## src/rtl/serial_subtractor_if.sv

```systemverilog
// Start/done handshake and operand/result bus for serial_subtractor.
// Ovf is present only when SERIAL_SUB_SIGNED_OVF_EN is defined.
interface serial_subtractor_if #(
  parameter int unsigned WIDTH = 4
) ();
  logic             start;
  logic [WIDTH-1:0] A;
  logic [WIDTH-1:0] B;
  logic             busy;
  logic             done;
  logic [WIDTH-1:0] Result;
  logic             Bout;
`ifdef SERIAL_SUB_SIGNED_OVF_EN
  logic             Ovf;
`endif

  modport master (
    output start,
    output A,
    output B,
    input  busy,
    input  done,
    input  Result,
`ifdef SERIAL_SUB_SIGNED_OVF_EN
    input  Ovf,
`endif
    input  Bout
  );

  modport slave (
    input  start,
    input  A,
    input  B,
    output busy,
    output done,
    output Result,
`ifdef SERIAL_SUB_SIGNED_OVF_EN
    output Ovf,
`endif
    output Bout
  );
endinterface

```

## src/rtl/serial_subtractor.sv

```systemverilog
// Bit-serial A - B, LSB first, one full-subtractor cell and a registered borrow.
// Define SERIAL_SUB_SIGNED_OVF_EN to add the signed-overflow output Ovf.
module serial_subtractor #(
  parameter int unsigned WIDTH = 4
) (
  input logic                clk,
  input logic                rst,
  serial_subtractor_if.slave sub_if
);

  localparam int unsigned CntW = (WIDTH > 1) ? $clog2(WIDTH) : 1;
  localparam logic [CntW-1:0] LastCnt = CntW'(WIDTH - 1);

  typedef enum logic [1:0] {StIdle, StRun, StDone} state_e;

  state_e           r_state;
  state_e           w_state_next;
  logic             w_accept;
  logic             w_last;
  logic [WIDTH-1:0] r_a;
  logic [WIDTH-1:0] r_b;
  logic [WIDTH-1:0] r_diff;
  logic [CntW-1:0]  r_cnt;
  logic             r_bor;
  logic [WIDTH-1:0] r_result;
  logic             r_bout;
  logic             w_d;
  logic             w_bor_next;

  assign w_d        = r_a[0] ^ r_b[0] ^ r_bor;
  assign w_bor_next = (~r_a[0] & r_b[0]) | (~(r_a[0] ^ r_b[0]) & r_bor);

  always_comb begin
    w_state_next = r_state;
    w_accept     = 1'b0;
    w_last       = 1'b0;
    unique case (r_state)
      StIdle: begin
        if (sub_if.start) begin
          w_state_next = StRun;
          w_accept     = 1'b1;
        end
      end
      StRun: begin
        if (r_cnt == LastCnt) begin
          w_state_next = StDone;
          w_last       = 1'b1;
        end
      end
      StDone: begin
        if (sub_if.start) begin
          w_state_next = StRun;
          w_accept     = 1'b1;
        end else begin
          w_state_next = StIdle;
        end
      end
      default: w_state_next = StIdle;
    endcase
  end

  always_ff @(posedge clk) begin
    if (rst) begin
      r_state  <= StIdle;
      r_a      <= '0;
      r_b      <= '0;
      r_diff   <= '0;
      r_cnt    <= '0;
      r_bor    <= 1'b0;
      r_result <= '0;
      r_bout   <= 1'b0;
    end else begin
      r_state <= w_state_next;
      if (w_accept) begin
        r_a    <= sub_if.A;
        r_b    <= sub_if.B;
        r_diff <= '0;
        r_cnt  <= '0;
        r_bor  <= 1'b0;
      end else if (r_state == StRun) begin
        r_a    <= r_a >> 1;
        r_b    <= r_b >> 1;
        r_diff <= {w_d, r_diff[WIDTH-1:1]};
        r_bor  <= w_bor_next;
        r_cnt  <= r_cnt + CntW'(1);
      end
      // Last RUN cycle: the final difference bit is still on w_d, not yet in r_diff.
      if (w_last) begin
        r_result <= {w_d, r_diff[WIDTH-1:1]};
        r_bout   <= w_bor_next;
      end
    end
  end

`ifdef SERIAL_SUB_SIGNED_OVF_EN
  logic r_sa;
  logic r_sb;
  logic r_ovf;

  always_ff @(posedge clk) begin
    if (rst) begin
      r_sa  <= 1'b0;
      r_sb  <= 1'b0;
      r_ovf <= 1'b0;
    end else begin
      if (w_accept) begin
        r_sa <= sub_if.A[WIDTH-1];
        r_sb <= sub_if.B[WIDTH-1];
      end
      if (w_last) begin
        r_ovf <= (r_sa != r_sb) && (w_d != r_sa);
      end
    end
  end

  assign sub_if.Ovf = r_ovf;
`endif

  assign sub_if.busy   = (r_state == StRun);
  assign sub_if.done   = (r_state == StDone);
  assign sub_if.Result = r_result;
  assign sub_if.Bout   = r_bout;

endmodule

```

## src/flat_wrapper.sv

```systemverilog
// flat-port wrapper written by rule: the top's interface ports become plain ports
module serial_subtractor_flat 
#(
  parameter int unsigned WIDTH = 4
)
  (clk, rst, sub_if_start, sub_if_A, sub_if_B, sub_if_busy, sub_if_done, sub_if_Result, sub_if_Bout);
  serial_subtractor_if #(.WIDTH(WIDTH)) sub_if_i ();
  input logic clk;
  input logic rst;
  input wire logic [$bits(sub_if_i.start)-1:0] sub_if_start;
  input wire logic [$bits(sub_if_i.A)-1:0] sub_if_A;
  input wire logic [$bits(sub_if_i.B)-1:0] sub_if_B;
  output wire logic [$bits(sub_if_i.busy)-1:0] sub_if_busy;
  output wire logic [$bits(sub_if_i.done)-1:0] sub_if_done;
  output wire logic [$bits(sub_if_i.Result)-1:0] sub_if_Result;
  output wire logic [$bits(sub_if_i.Bout)-1:0] sub_if_Bout;
  assign sub_if_i.start = sub_if_start;
  assign sub_if_i.A = sub_if_A;
  assign sub_if_i.B = sub_if_B;
  assign sub_if_busy = sub_if_i.busy;
  assign sub_if_done = sub_if_i.done;
  assign sub_if_Result = sub_if_i.Result;
  assign sub_if_Bout = sub_if_i.Bout;
  serial_subtractor #(.WIDTH(WIDTH)) u_core (.clk(clk), .rst(rst), .sub_if(sub_if_i));
endmodule
```

## config.mk

```make
export PLATFORM = sky130hd
export DESIGN_NAME = serial_subtractor_flat
export DESIGN_NICKNAME = d
export VERILOG_FILES = /design/src/rtl/serial_subtractor_if.sv /design/src/rtl/serial_subtractor.sv /design/src/flat_wrapper.sv
export SDC_FILE = /design/constraint.sdc
export NUM_CORES = 1
export LEC_CHECK = 0
export ABC_AREA = 1
export BUFFER_PORTS_ARGS = -buffer_cell sky130_fd_sc_hd__buf_2
export CAP_MARGIN = 40
export CORE_MARGIN = 2
export CORE_UTILIZATION = 56
export CTS_CLUSTER_SIZE = 10
export DETAILED_ROUTE_END_ITERATION = 10
export PLACE_DENSITY_LB_ADDON = 0.1
export SYNTH_ARGS = -nofsm -noshare
export SYNTH_HDL_FRONTEND = slang
export SYNTH_SLANG_ARGS = --single-unit
```

## constraint.sdc

```tcl
create_clock -name clk -period 2.3 [get_ports clk]
set_clock_uncertainty 0.2 [all_clocks]
set_input_delay 0.46 -clock clk [delete_from_list [all_inputs] [get_ports clk]]
set_output_delay 0.46 -clock clk [all_outputs]
set_load 0.02 [all_outputs]
```

==> impl_results.md, run 1 <==
- Filler cell count: 164
- Critical Path Fanout Max: 10
- Global-route wire length before repair: 2.925 mm
- Status: completed
- Finished Layout Cells: 159
- Fin crit share: 0.7845
- Number of I/O pins: 18
- Area fraction of the dominant cell type after synthesis: 0.4603
- Syn Inst Count: 126
- Initial Util: 0.5993
- Inserted Clock Buffers: 3
- FMAX: 0.5542 GHz
- Routability cong.: 0.7301
- Number of global-route vias before repair: 695
- Final Max Slew Viols: 0
- Netlist Area Pre-Place: 913.4 um^2
- Hold_buf cts: 0
- Final setup vio count: 0
- Post-CTS Setup Inserts: 0
- Initial antenna violation count: 0
- Fin crit period: 1.804 ns
- Via count: 782
- Layout Utilization: 0.6667
- GRT overflow: 0
- Setup Crit Path Kind: flop to output pin
- Distinct cells, synth: 20
- CTS tree: built
- Yosys warning count: 0
- Area Growth Syn to Fin: 11.23%
- Clock tree sinks: 21
- Peak supply drop: 0.3379 mV
- Max Cap Violations: 0
- Final Hold Fails: 0
- Routed wire length: 1.548 mm
- PwrDens: 658.6 nW/um^2
- Lkg Pwr: 0.4989 nW
- Total GRT Usage: 0.2044
- Largest cells by area after synthesis: dfxtp_1, nand2_1, nand3_1, inv_1, nor2_1
- Vert. Die Dim: 44.39 um
- Worst-Margin Slew: 0.5993 ns
- RSZ-0062 raised after global routing: no
- Hold Crit Class: input pin to flop
- Antenna fix cells: 0
- Clk_lat worst skew: 0.30 ns
- Crit. End Element: output pin
- DRT antenna net count: 0
- Largest net degree at the start of global routing: 21
- Final net count: 157
- DR vias/cell: 4.918
- Drt wl/cell: 9.736 um
- HPWL Detailed: 1.139 mm
- DRC Markers: 0
- Avg Cell Area, Syn: 7.249 um^2
- DIE AREA: 1970 um^2
- Worst EP arrival: 1.14 ns
- Post-synth top area cell: dfxtp_1
- Crit start category: flop
- H-Tree Depth: 1
- Post-Syn Nets: 139
- Worst path required time: 1.64 ns
- Core footprint: 1524 um^2
- Post-CTS Resized: 0
- 1st-iter DRT viols: 15
- Root Buffer: clkbuf_4
- Setup TNS: 0 ns
- Die width: 44.39 um
- Port buffer count: 17
- Share of post-route cells with drive strength above 1: 0.1888
- Row count: 14
- Pre-Repair DR Iteration Count: 3
- Cells after DPL: 155
- Sequential cell area fraction in the yosys report: 0.4603
- Clk buf depth: 2
- Clock Pin Slew Worst Setup and Hold Paths: 0.12 ns
- Post-synthesis register bit count: 21
- Slew Limit Headroom: 0.5995
==> path summary, 6_finish.rpt <==
check / cells past startpoint / slack, ns / startpoint / endpoint
setup / recovery: 3 / 0.50 / u_core.r_state[0] / sub_if_busy
hold / removal: 2 / 0.15 / rst / u_core.sub_if.Result[0]
setup reg to reg: 6 / 0.72 / u_core.r_state[1] / u_core.r_b[2]
hold reg to reg: 2 / 0.26 / u_core.sub_if.Result[0] / u_core.sub_if.Result[0]
==> flip-flops by register name, summed over array words and instances, names as in the netlist <==
name / count
u_core.r_a: 4
u_core.r_b: 4
u_core.sub_if.Result: 4
u_core.r_diff: 3
u_core.r_cnt: 2
u_core.r_state: 2
u_core.r_bor: 1
u_core.sub_if.Bout: 1
==> routing by layer <==
metal | wire length [um] | vias up | track usage
met5 | 0 | - | 0
met4 | 39 | 0 | 0.1091
met3 | 49 | 5 | 0.04898
met2 | 643 | 14 | 0.2882
met1 | 815 | 339 | 0.2891
li1 | - | 424 | -
==> cells in the mapped netlist <==
library cell / count
nand2_1: 32
dfxtp_1: 21
nand3_1: 16
inv_1: 15
nor2_1: 14
a21oi_1: 9
buf_2: 2
inv_2: 2
nand2_2: 2
o21ai_0: 2
or2_2: 2
buf_4: 1
buf_6: 1
clkinv_1: 1
fa_1: 1
ha_1: 1
nor2_4: 1
o21ai_1: 1
or2_1: 1
xor2_1: 1
==> power breakdown <==
group	total (mW)	internal [mW]	leakage, nW	switching (mW)
Clock	0.174	0.0676	0.0150	0.107
Sequential	0.395	0.384	0.172	0.0106
Combinational	0.100	0.0377	0.312	0.0625
Total	0.669	0.489	0.499	0.180
==> cells in the final DEF (no fill, tap or decap) <==
cell	count
a21oi_1	9
buf_2	17
clkbuf_1	1
clkbuf_4	3
clkinv_1	1
dfxtp_1	21
fa_1	1
ha_1	1
inv_1	15
inv_2	2
nand2_1	32
nand2_2	2
nand3_1	16
nor2_1	14
nor2_4	1
o21ai_0	2
o21ai_1	1
or2_1	1
or2_2	2
xor2_1	1
==> worst max-delay path: stages (launching register included) <==
cell and delay [ns]:
dfxtp_1 0.38, inv_2 0.06, nor2_4 0.19, buf_2 0.21
==> logic make-up (layout without fill, tap and decap cells) <==
kind of cell               Yosys count  count (layout)  synth area share
buffers and inverters               22              39            0.1055
and+or+nand+nor                     68              68            0.3233
AOI/OAI and AO/OA                   12              12           0.06575
DFF                                 21              21            0.4603
adders and majority gates            2               2           0.03562
xor gates and xnor gates             1               1          0.009591
==> layout make-up <==
type	instances	area (um^2)	area share
Timing Repair Buffer	17	85.08	0.08374
Inverter	18	67.56	0.06650
Sequential cell	21	420.4	0.4138
Tap cell	16	20.02	0.01970
Multi-Input combinational cell	83	396.6	0.3904
Clock buffer	4	26.28	0.02586
==> metrics by stage <==
stage	worst slack [ns]	power, mW	cell area, um^2	hold slack, ns
2_1_floorplan	0.9479	0.4829	913.4	0.2385
3_3_place_gp	0.8024	0.5004	989.7	0.2444
3_5_place_dp	0.7223	0.5040	989.7	0.2495
4_1_cts	0.4879	0.6752	1016	0.1490
5_1_grt	0.4107	0.7106	1016	0.1507
6_report	0.4956	0.6691	1016	0.1546
Power figures use the tool's default switching activity.
==> run 2: changes to the inputs <==
- CORE_UTILIZATION: 56 -> 52
- clock period: 2.3 -> 1.8 ns (I/O delays scaled with it)
==> run 2 against run 1 <==
Effect of this change:
- non-clock buffer count is the same
- clock-buffer cell count shrank 1
- combinational power grew 27%
- critical path depth is the same
- final cell count grew 0.63%
==> impl_results.md, run 2 (synthesis gave the netlist of run 1 again) <==
- Status: completed
- Initial Util: 0.5407 (-0.05860)
- GRT overflow: 0 (unchanged)
- DR vias/cell: 4.763 (-3.2%)
- Max Cap Violations: 0 (unchanged)
- Routed wire length: 1.561 mm (+0.84%)
- HPWL Detailed: 1.142 mm (+0.24%)
- Lkg Pwr: 0.5016 nW (+0.55%)
- Inserted Clock Buffers: 3 (unchanged)
- Post-CTS Resized: 0 (unchanged)
- Reg area: 420.4 um^2 (unchanged)
- Hold Crit Class: input pin to flop
- Via count: 762 (-2.6%)
- Crit start category: flop
- Setup Crit Path Kind: flop to output pin
- Worst path required time: 1.24 ns (-0.40 ns)
- Worst EP arrival: 1.14 ns (about the same)
- Drt wl/cell: 9.756 um (+0.21%)
- Filler cell count: 176 (+7.3%)
- Number of global-route vias before repair: 644 (-7.3%)
- Setup TNS: 0 ns (unchanged)
- Clk buf depth: 2 (unchanged)
- DRC Markers: 0 (unchanged)
- Share of post-route cells with drive strength above 1: 0.1958 (+0.006993)
- Peak supply drop: 0.4554 mV (+35%)
- Vert. Die Dim: 45.91 um (+3.4%)
- Slew Limit Headroom: 0.5977 (-0.001732)
- DRT antenna net count: 0 (unchanged)
- Final setup vio count: 0 (unchanged)
- Port buffer count: 17 (unchanged)
- Die width: 45.91 um (+3.4%)
- Critical Path Fanout Max: 10 (unchanged)
- Most frequent cells in the layout: nand2_1, dfxtp_1, buf_2, nand3_1, inv_1
- Antenna fix cells: 0 (unchanged)
- Crit. End Element: output pin
- Clock Pin Slew Worst Setup and Hold Paths: 0.12 ns (about the same)
- Initial antenna violation count: 0 (unchanged)
- Max stage delay on crit path: 0.38 ns (about the same)
- DIE AREA: 2108 um^2 (+7.0%)
- Number of I/O pins: 18 (unchanged)
- Most common cell after layout, fill and taps aside: nand2_1
- Fin crit period: 1.702 ns
- Post-CTS Setup Inserts: 0 (unchanged)
- Total power: 0.8542 mW (+28%)
- Total GRT Usage: 0.1748 (-0.02969)
- Clk_lat worst skew: 0.30 ns (about the same)
- 1st-iter DRT viols: 8 (-7)
- Cells along the critical path: inv_2 > nor2_4 > buf_2
- Worst-Margin Slew: 0.6019 ns (+0.002591 ns)
- Clock tree sinks: 21 (unchanged)
- Final Hold Fails: 0 (unchanged)
- Hold_buf cts: 0 (unchanged)
- RSZ-0062 raised after global routing: no
- Root Buffer: clkbuf_4
- CTS tree: built
- Final Max Slew Viols: 0 (unchanged)
- Pre-Repair DR Iteration Count: 3 (unchanged)
- Slowest CP cell: dfxtp_1
- Routability cong.: 0.7408 (+1.5%)
- Largest net degree at the start of global routing: 21 (unchanged)
- Row count: 15 (+1)
- Global-route wire length before repair: 2.622 mm (-10%)
- Core footprint: 1689 um^2 (+11%)
- H-Tree Depth: 1 (unchanged)
- Area Growth Syn to Fin: 11.51%
- PwrDens: 838.7 nW/um^2 (+27%)
- Final net count: 157 (unchanged)
- Fin crit share: 0.9454
- Footprint of the multi-input gates: 396.6 um^2 (unchanged)
- FMAX: 0.5877 GHz
## run 2: cell types whose count changed in the layout (fill, tap and decap cells not counted)
cell      change
clkbuf_1      -1
clkinv_2      +1
## run 2: layout make-up
type,instances,share of cell area
Multi-Input combinational cell,83,0.3894
Timing Repair Buffer,17,0.08354
Inverter,18,0.06634
Sequential cell,21,0.4128
Clock buffer,3,0.02211
Clock inverter,1,0.004914
Tap cell,17,0.02088
## run 2: per-layer routing
layer / global-route usage / up-vias / part of all wire
met2: 0.2528 / 13 / 0.45
met4: 0.08571 / 0 / 0.015
met5: 0 / - / 0
li1: - / 426 / -
met1: 0.2440 / 319 / 0.51
met3: 0.03571 / 4 / 0.030
## run 2: critical path, delay by kind of cell, from the launching register on
kind / cells / cell delay [ns]
flip-flops: 1 / 0.38
buffers and inverters: 2 / 0.28
AND/OR/NAND/NOR: 1 / 0.19
## run 2: path summary, 6_finish.rpt
check                           slack, ns                       to                    start  cells after the start
worst max-delay path                  0.1              sub_if_busy        u_core.r_state[0]                      3
worst min-delay path                 0.04  u_core.sub_if.Result[1]                      rst                      2
worst max register to register       0.24            u_core.r_b[2]        u_core.r_state[1]                      6
worst min register to register       0.26  u_core.sub_if.Result[1]  u_core.sub_if.Result[1]                      2
## run 2: where the power goes
group          internal [mW]  switching, mW
Clock                 0.0828          0.141
Combinational         0.0483         0.0791
Sequential             0.491         0.0129
Total                  0.622          0.232
## run 2: stage by stage
| step | utilization | hold WS, ns | instances | worst slack, ns | cell area [um^2] |
|---|---|---|---|---|---|
| final | 0.6030 | 0.03694 | 160 | 0.09836 | 1018 |
| after detailed placement | 0.5867 | 0.2476 | 156 | 0.2704 | 991.0 |
| after global placement | 0.5867 | 0.2428 | 156 | 0.3064 | 991.0 |
| after global routing | 0.6030 | 0.03448 | 160 | 0.009863 | 1018 |
| after floorplan | - | 0.2291 | 126 | 0.4479 | 913.4 |
| after CTS | 0.6030 | 0.03184 | 160 | 0.07758 | 1018 |
